### config.mk
export PLATFORM = sky130hd
export DESIGN_NAME = lms_err_monitor
export DESIGN_NICKNAME = d
export VERILOG_FILES = /design/src/rtl/lms_mon_pkg.sv /design/src/rtl/lms_err_square.sv /design/src/rtl/lms_err_monitor.sv
export SDC_FILE = /design/constraint.sdc
export NUM_CORES = 1
export LEC_CHECK = 0
export ABC_AREA = 0
export CAP_MARGIN = 10
export CORE_MARGIN = 3
export CORE_UTILIZATION = 42
export DETAILED_ROUTE_END_ITERATION = 8
export HOLD_SLACK_MARGIN = 0.15
export MAX_ROUTING_LAYER = met4
export SYNTH_ARGS = -nofsm -noshare
export SYNTH_HDL_FRONTEND = slang
export SYNTH_HIERARCHICAL = 1
export SYNTH_SLANG_ARGS = --single-unit
### constraint.sdc
create_clock -name clk -period 13.7 [get_ports clk]
set_input_delay 2.055 -clock clk [delete_from_list [all_inputs] [get_ports clk]]
set_output_delay 2.055 -clock clk [all_outputs]
set_load 0.02 [all_outputs]
### src/rtl/lms_mon_pkg.sv
// Shared types, widths and the error saturation helper for the LMS convergence monitor.
package lms_mon_pkg;

  localparam int EW = 32;
  localparam int SW = 16;
  localparam int PW = 32;

  typedef enum logic [1:0] {
    ST_WARMUP = 2'd0,
    ST_TRAIN  = 2'd1,
    ST_LOCK   = 2'd2,
    ST_ALARM  = 2'd3
  } mon_state_t;

  // Clamp a signed EW-bit error to the signed SW-bit range.
  function automatic logic signed [SW-1:0] sat_es(input logic signed [EW-1:0] x);
    logic [EW-SW:0] top;
    top = x[EW-1:SW-1];
    if ((&top) || !(|top))
      sat_es = x[SW-1:0];
    else if (x[EW-1])
      sat_es = {1'b1, {(SW-1){1'b0}}};
    else
      sat_es = {1'b0, {(SW-1){1'b1}}};
  endfunction

endpackage

### src/rtl/lms_err_square.sv
// Stages 1-2 of the monitor: saturate the FIR error to 16 bits, then square it.
module lms_err_square
  import lms_mon_pkg::*;
(
  input  logic          clk,
  input  logic          rst_n,
  input  logic          clr,
  input  logic [EW-1:0] e_in,
  input  logic          in_valid,
  output logic [PW-1:0] sq,
  output logic          sq_valid
);

  logic signed [SW-1:0] es;
  logic                 es_valid;
  logic signed [PW-1:0] es_wide;
  logic signed [PW-1:0] prod;

  // Max magnitude is 2^30, so the 32-bit product never wraps.
  assign es_wide = {{(PW-SW){es[SW-1]}}, es};
  assign prod    = es_wide * es_wide;

  always_ff @(posedge clk or negedge rst_n) begin
    if (!rst_n) begin
      es       <= '0;
      es_valid <= 1'b0;
      sq       <= '0;
      sq_valid <= 1'b0;
    end else begin
      es       <= sat_es(e_in);
      es_valid <= in_valid & ~clr;
      sq       <= prod;
      sq_valid <= es_valid & ~clr;
    end
  end

endmodule

### src/rtl/lms_err_monitor.sv
// Error-power leaky integrator and lock/divergence FSM for the two-tap LMS FIR.
//   state     | meaning
//   ST_WARMUP | ignoring the first WARMUP power updates
//   ST_TRAIN  | adapting; counting consecutive updates with p < TH_LO
//   ST_LOCK   | converged; leaves only when p > TH_HI or p > TH_ALARM
//   ST_ALARM  | diverged; sticky until clr_alarm
module lms_err_monitor
  import lms_mon_pkg::*;
#(
  parameter int            K        = 4,
  parameter int            WARMUP   = 64,
  parameter int            HOLD     = 16,
  parameter logic [PW-1:0] TH_LO    = 32'd4096,
  parameter logic [PW-1:0] TH_HI    = 32'd16384,
  parameter logic [PW-1:0] TH_ALARM = 32'h1000_0000
) (
  input  logic          clk,
  input  logic          rst_n,
  input  logic [EW-1:0] e_in,
  input  logic          in_valid,
  input  logic          clr_alarm,
  output logic [PW-1:0] pwr_out,
  output logic          pwr_valid,
  output logic [1:0]    state_out,
  output logic          converged,
  output logic          alarm
);

  localparam int WCW = $clog2(WARMUP + 1);
  localparam int HCW = $clog2(HOLD + 1);
  localparam logic [WCW-1:0] WARM_LAST = WCW'(WARMUP - 1);
  localparam logic [HCW-1:0] HOLD_LAST = HCW'(HOLD - 1);

  logic [PW-1:0]      sq;
  logic               sq_valid;
  logic signed [PW:0] diff;
  logic signed [PW:0] step;
  logic [PW:0]        p_sum;
  logic [WCW-1:0]     warm_cnt;
  logic [HCW-1:0]     hold_cnt;
  mon_state_t         state;

  lms_err_square u_sq (
    .clk      (clk),
    .rst_n    (rst_n),
    .clr      (clr_alarm),
    .e_in     (e_in),
    .in_valid (in_valid),
    .sq       (sq),
    .sq_valid (sq_valid)
  );

  // Flooring shift: a falling p lands on sq exactly, a rising p may stall short.
  always_comb begin
    diff  = $signed({1'b0, sq}) - $signed({1'b0, pwr_out});
    step  = diff >>> K;
    p_sum = {1'b0, pwr_out} + step;
  end

  assign state_out = state;

  always_ff @(posedge clk or negedge rst_n) begin
    if (!rst_n) begin
      pwr_out   <= '0;
      pwr_valid <= 1'b0;
      warm_cnt  <= '0;
      hold_cnt  <= '0;
      state     <= ST_WARMUP;
      converged <= 1'b0;
      alarm     <= 1'b0;
    end else if (clr_alarm) begin
      pwr_out   <= '0;
      pwr_valid <= 1'b0;
      warm_cnt  <= '0;
      hold_cnt  <= '0;
      state     <= ST_WARMUP;
      converged <= 1'b0;
      alarm     <= 1'b0;
    end else begin
      pwr_valid <= sq_valid;
      if (sq_valid) begin
        pwr_out <= p_sum[PW-1:0];
        unique case (state)
          ST_WARMUP: begin
            if (warm_cnt == WARM_LAST) begin
              state    <= ST_TRAIN;
              hold_cnt <= '0;
            end else begin
              warm_cnt <= warm_cnt + WCW'(1);
            end
          end
          ST_TRAIN: begin
            if (p_sum > {1'b0, TH_ALARM}) begin
              state <= ST_ALARM;
              alarm <= 1'b1;
            end else if (p_sum < {1'b0, TH_LO}) begin
              hold_cnt <= hold_cnt + HCW'(1);
              if (hold_cnt == HOLD_LAST) begin
                state     <= ST_LOCK;
                converged <= 1'b1;
              end
            end else begin
              hold_cnt <= '0;
            end
          end
          ST_LOCK: begin
            if (p_sum > {1'b0, TH_ALARM}) begin
              state     <= ST_ALARM;
              alarm     <= 1'b1;
              converged <= 1'b0;
            end else if (p_sum > {1'b0, TH_HI}) begin
              state     <= ST_TRAIN;
              converged <= 1'b0;
              hold_cnt  <= '0;
            end
          end
          ST_ALARM: begin
          end
          default: begin
            state <= ST_WARMUP;
          end
        endcase
      end
    end
  end

endmodule

==> results.cfg, run 1 <==
[outcome]
status = finished, final reports clean

[drt]
firstDrtPassIters = 5
vias_per_cell = 5.11
first_iter_violations = 713
via_count = 12200
wl_per_cell_um = 16.2
wirelength_um = 38600
route.detailed.drc = 0
drtAntennaViolNets = 0

[sta]
tns_ns = 0
final.min_clock_period_ns = 7.42
rsz0062_at_grt = no
final-max-slew-violation-count = 0
clock_skew_ns = 0.0196
hold_viol_final = 0
fmax_ghz = 0.135
max_slew_margin = 0.373
post-route-period-util = 0.541
finalSetupViolCount = 0
tightest_slew_ns = 0.940

[worst_hold_path]
hp-class = flop to flop
min_to = u_sq/sq_valid
worstHoldStart = u_sq/es_valid
hold_path_depth = 1

[critical_path]
rrSetupSlack_ns = 6.28
worst_path_max_delay_cell = or4b_2
cp-start-kind = flop
critPathTopFamily = compound AO/OA/AOI/OAI gates
rr_worst_depth = 24
slowest_delay_ns = 0.74
worstSetupPathType = flop to flop
r2r-start = pwr_out[1]
path_cells = inv_1 -> ha_1 -> a2111oi_0 -> or4_1 -> nand3_1 -> a31oi_1 -> o21ai_0 -> a21o_1 -> and2_1 -> o21a_1 -> nor2_1 -> xnor2_1 -> ha_1 -> a21oi_1 -> o21ai_1 -> a2111oi_0 -> o211ai_1 -> and3_1 -> a2111oi_1 -> nand4_1 -> or3_1 -> or4b_2 -> or3_1 -> o221ai_1
cp-end-kind = flop
r2r-end = hold_cnt[3]
worstPathArrival_ns = 7.70
path_buf_inv = 1
cp_data_required_time_ns = 13.99
crit_fanout = 7

[grt]
grt_antenna_before_repair = 0
grt_pass1_vias = 12800
grt_usage = 0.197
grt_max_degree = 56
use_met2 = 0.331
grt.busiest_layer = met2
grt_use_met3 = 0.0215
grt_pass1_wl_um = 64300
met1_usage = 0.258
grt.overflow.total = 0

[logic_synthesis]
synth_edf_count = 0
ys_warn_count = 6
synth_seq_cells = 98
synthesis.nets = 2266
synth_cells = 1838
ys_types = 94
async_reset_ff_frac = 1.00
syn_avg_cell_area_sq_um = 8.93
ys_seq_area_frac = 0.149
synth.cell_area_sq_mm = 0.0164
synth_ff_type = dfrtp_1

[clock_tree]
cts_hold_buf = 0
clock_latency_ns = 0.38
path_clk_slew_ns = 0.08
postCtsSetupBuffers = 0
cts_root_buf = clkbuf_16
cts_resized = 0
clk_path_buf_depth = 2
cts_sinks = 98
cts_made_buffers = 9
htree_levels = 3
cts_tree = done

[floorplan]
start_util = 0.431
dieArea_sq_mm = 0.0415
die_w_um = 204
num_io_pins = 73
core.rowCount = 71
fp.coreArea_sq_mm = 0.0381
die_h_um = 204

[place]
dp_hpwl_um = 32700
routabilityCongestion = 0.903
portBuffers = 72

[finish]
final_layout_size_suffix_gt1_frac = 0.0299
regArea_sq_mm = 0.00245
multiInputGateArea_sq_mm = 0.0122
nets = 2299
fill_cells = 3688
syn2layout_area_growth_pct = 8.75
antenna_cells = 0

[run]
maxCapViolCount = 0
==> cell usage in the layout, fill, tap and decap left out, drive strengths merged, types with 49 or more instances in the layout <==
cell type / count
ha: 157
fa: 235
o21ai: 49
xnor2: 63
nand2: 126
nor2: 125
clkdlybuf4s50: 70
inv: 402
dfrtp: 98
a21oi: 85
==> state kept, by name, indices dropped and copies added, names as in the netlist <==
signal	count
pwr_out	32
u_sq/sq	31
hold_cnt	5
u_sq/es	16
alarm	1
pwr_valid	1
warm_cnt	7
u_sq/sq_valid	1
state_out	2
u_sq/es_valid	1
converged	1
==> per-stage QoR <==
step                      std cells  area [sq um]  setup WS (ns)   util  hold WS [ns]
after global routing           2386         17900           5.68  0.468         0.529
after detailed placement       2371         17600           6.32  0.461         0.460
after CTS                      2386         17900           6.28  0.468         0.482
after floorplan                1838         16400           7.16      -         0.417
final                          2386         17900           6.28  0.468         0.481
after global placement         2371         17600           6.58  0.461         0.471
==> cell families after synthesis <==
| group | count (synthesis) | share of synthesized area |
|---|---|---|
| compound gates | 301 | 0.130 |
| xor+xnor | 93 | 0.0496 |
| fa+ha+maj | 392 | 0.406 |
| buf+inv | 456 | 0.106 |
| flops | 98 | 0.149 |
| mux | 31 | 0.0189 |
| other cells | 1 | 0.000228 |
| simple gates | 466 | 0.140 |
==> layer usage <==
| metal | up-vias | wire length [um] |
|---|---|---|
| met4 | 0 | 680 |
| met1 | 5935 | 18300 |
| li1 | 5982 | - |
| met5 | - | 0 |
| met2 | 233 | 18400 |
| met3 | 42 | 1210 |
==> synth_stat cells (3+ instances only) <==
| master | count | share of area |
|---|---|---|
| and3_1 | 12 | 0.0046 |
| a31o_2 | 4 | 0.0021 |
| o22ai_1 | 3 | 0.0011 |
| a21o_1 | 41 | 0.019 |
| nand3b_1 | 6 | 0.0027 |
| nor3_1 | 25 | 0.0076 |
| dfrtp_1 | 98 | 0.15 |
| a21oi_1 | 84 | 0.026 |
| o21bai_1 | 11 | 0.0050 |
| o21a_1 | 18 | 0.0082 |
| mux2i_1 | 31 | 0.019 |
| nor2b_1 | 15 | 0.0057 |
| a211oi_1 | 10 | 0.0046 |
| nand3_1 | 21 | 0.0064 |
| o21ai_0 | 33 | 0.010 |
| and2_1 | 46 | 0.018 |
| nand2_1 | 126 | 0.029 |
| nand4_1 | 23 | 0.0088 |
| nor4_1 | 10 | 0.0038 |
| nand2b_1 | 14 | 0.0053 |
| xor2_1 | 30 | 0.016 |
| and4_1 | 4 | 0.0021 |
| o21ai_1 | 13 | 0.0040 |
| a311oi_1 | 4 | 0.0021 |
| o221ai_1 | 3 | 0.0016 |
| a31oi_1 | 7 | 0.0027 |
| ha_1 | 157 | 0.12 |
| fa_1 | 235 | 0.29 |
| clkbuf_1 | 48 | 0.011 |
| o31a_1 | 3 | 0.0016 |
| buf_1 | 4 | 0.00091 |
| or4_1 | 5 | 0.0023 |
| nor2_1 | 124 | 0.028 |
| o31ai_1 | 5 | 0.0023 |
| xnor2_1 | 63 | 0.034 |
| or3_1 | 13 | 0.0050 |
| o211ai_1 | 13 | 0.0059 |
| inv_1 | 400 | 0.091 |
| a41oi_1 | 3 | 0.0016 |
| or2_2 | 4 | 0.0015 |
==> worst max path at each step <==
stage | from | depth (start not counted) | to
4_1_cts | pwr_out[1] | 24 | hold_cnt[3]
3_3_place_gp | pwr_out[1] | 24 | hold_cnt[3]
6_report | pwr_out[1] | 24 | hold_cnt[3]
5_1_grt | pwr_out[1] | 24 | hold_cnt[3]
3_5_place_dp | pwr_out[1] | 24 | hold_cnt[3]
2_1_floorplan | pwr_out[1] | 24 | hold_cnt[3]
==> final cells by class <==
cell class / instances / share of cell area
multi-input cells: 1284 / 0.685
flip-flops and latches: 98 / 0.137
clock buffers: 10 / 0.0128
inverters: 400 / 0.0841
repair buffers: 78 / 0.0425
well taps: 511 / 0.0358
clock inverters: 5 / 0.00224
Power of run 1 is not shown: default switching activity piles up to over one toggle a cycle in this logic, so the estimate is an artifact.
==> inputs of run 2 (changes only) <==
==> constraint.sdc (replaced) <==
create_clock -name clk -period 6.2 [get_ports clk]
set_input_delay 0.93 -clock clk [delete_from_list [all_inputs] [get_ports clk]]
set_output_delay 0.93 -clock clk [all_outputs]
set_load 0.02 [all_outputs]
==> results.cfg, run 2 (synthesized netlist as in run 1, its figures left out) <==
[critical_path]
crit_fanout = 8
worst_path_max_delay_cell = fa_1
cpMostUsedCell = fa_1
rr_worst_depth = 21
worstPathArrival_ns = 6.21
cp-start-kind = flop
r2r-end = u_sq/sq[30]
cp_data_required_time_ns = 6.45
path_cells = nand2_1 -> inv_1 -> fa_1 -> inv_1 -> fa_1 -> fa_1 -> fa_1 -> inv_1 -> fa_1 -> inv_1 -> fa_1 -> inv_1 -> ha_1 -> a211oi_2 -> o211ai_1 -> nand3_1 -> o31ai_4 -> o311ai_4 -> a31oi_4 -> nand4b_1 -> o311ai_2
r2r-start = u_sq/es[3]
cp-end-kind = flop
rrSetupSlack_ns = 0.24
worstSetupPathType = flop to flop
slowest_delay_ns = 0.56

[drt]
wl_per_cell_um = 16.2
route.detailed.drc = 0
wirelength_um = 41200
vias_per_cell = 5.10
firstDrtPassIters = 6
via_count = 12900
first_iter_violations = 703
drtAntennaViolNets = 0

[finish]
syn2layout_area_growth_pct = 18.5
fin_area_sq_mm = 0.0195
top_register = pwr_out
antenna_cells = 0
layout_common_cells = inv_1 (399), fa_1 (234), buf_4 (160)
largest_register_ffs = 32
final_layout_size_suffix_gt1_frac = 0.138
layout_commonest_cell = inv_1
nets = 2452
fill_cells = 3610
final-instance-count-excl-fill = 2540
reg_top3 = pwr_out: 32 flops, u_sq/sq: 31 flops, u_sq/es: 16 flops

[sta]
post-route-period-util = 0.961
max_slew_margin = 0.414
rsz0062_at_grt = yes
clock_skew_ns = 0.0127
finalSetupViolCount = 0
final-max-slew-violation-count = 0
fmax_ghz = 0.168
final.min_clock_period_ns = 5.96
finalWorstSetupSlack_ns = 0.244
hold_viol_final = 0
tightest_slew_ns = 0.878

[floorplan]
dieArea_sq_mm = 0.0415
die_h_um = 204
die_w_um = 204
start_util = 0.431
fp.coreArea_sq_mm = 0.0381
num_io_pins = 73
core.rowCount = 71

[grt]
grt.busiest_layer = met2
grt_pass1_vias = 13800
grt.overflow.total = 0
grt_pass1_wl_um = 68400
met1_usage = 0.272
use_met2 = 0.354
grt_antenna_before_repair = 0
grt_use_met3 = 0.0294
grt_usage = 0.210
grt_max_degree = 66

[place]
preCtsSetupSlack_ns = -0.435
place_inst = 2518
dp_hpwl_um = 35000
post_dp_cell_area_sq_mm = 0.0187
routabilityCongestion = 0.909
portBuffers = 72

[clock_tree]
cts_hold_buf = 0
cts_root_buf = clkbuf_16
clock_latency_ns = 0.38
htree_levels = 3
cts_sinks = 98
path_clk_slew_ns = 0.08
cts_tree = done
clk_path_buf_depth = 2
cts_made_buffers = 9

[run]
maxCapViolCount = 0

[worst_hold_path]
hp-class = input port to asynchronous set/reset pin

[outcome]
status = finished, final reports clean
==> run 2: repair_timing <==
| item | 4_1_cts | 5_1_grt |
|---|---|---|
| gates resized for setup | 9 | 69 |
| setup endpoints to repair | 11 | 16 |
| setup buffers | 0 | 6 |
| hold endpoints to repair | 0 | 0 |
| pin swaps | 4 | 29 |
| cloned | 0 | 0 |
==> run 2: worst max-delay path by stage <==
| stage | startpoint | to | slack, ns | cells after the start |
|---|---|---|---|---|
| 6_report | u_sq/es[3] | u_sq/sq[30] | 0.24 | 21 |
| 3_5_place_dp | pwr_out[10] | hold_cnt[3] | -0.44 | 25 |
| 3_3_place_gp | pwr_out[10] | hold_cnt[3] | -0.17 | 25 |
| 2_1_floorplan | pwr_out[1] | hold_cnt[3] | 0.009 | 24 |
| 4_1_cts | pwr_out[10] | hold_cnt[3] | -0.02 | 25 |
| 5_1_grt | pwr_out[8] | converged | -0.02 | 26 |
==> run 2: critical path: cells and delay by family (launching register included) <==
kind | cells | cell delay [ns]
and+or+nand+nor | 3 | 0.49
DFF | 1 | 0.50
adders and majority gates | 7 | 3.47
buffers and inverters | 5 | 0.28
AOI/OAI and AO/OA | 6 | 1.12
==> run 2: stage by stage <==
stage | utilization | TNS, ns | hold WS [ns]
2_1_floorplan | - | 0 | 0.417
3_3_place_gp | 0.491 | -0.555 | 0.464
3_5_place_dp | 0.491 | -2.14 | 0.488
4_1_cts | 0.501 | -0.0240 | 0.489
5_1_grt | 0.511 | -0.0267 | 0.495
6_report | 0.511 | 0 | 0.482
==> run 2: final cells by class <==
class | instances | area (sq um) | area share
flip-flops and latches | 98 | 2470 | 0.127
multi-input cells | 1284 | 12600 | 0.648
clock buffers | 10 | 239 | 0.0123
clock inverters | 6 | 93.8 | 0.00482
well taps | 511 | 639 | 0.0329
repair buffers | 231 | 1910 | 0.0980
inverters | 400 | 1510 | 0.0774
==> run 2: layer usage <==
metal / up-vias / share of wire
met4: 0 / 0.017
met3: 52 / 0.033
met2: 233 / 0.49
li1: 6279 / -
met5: - / 0
met1: 6382 / 0.46
Power of run 2 is left out for the same reason.
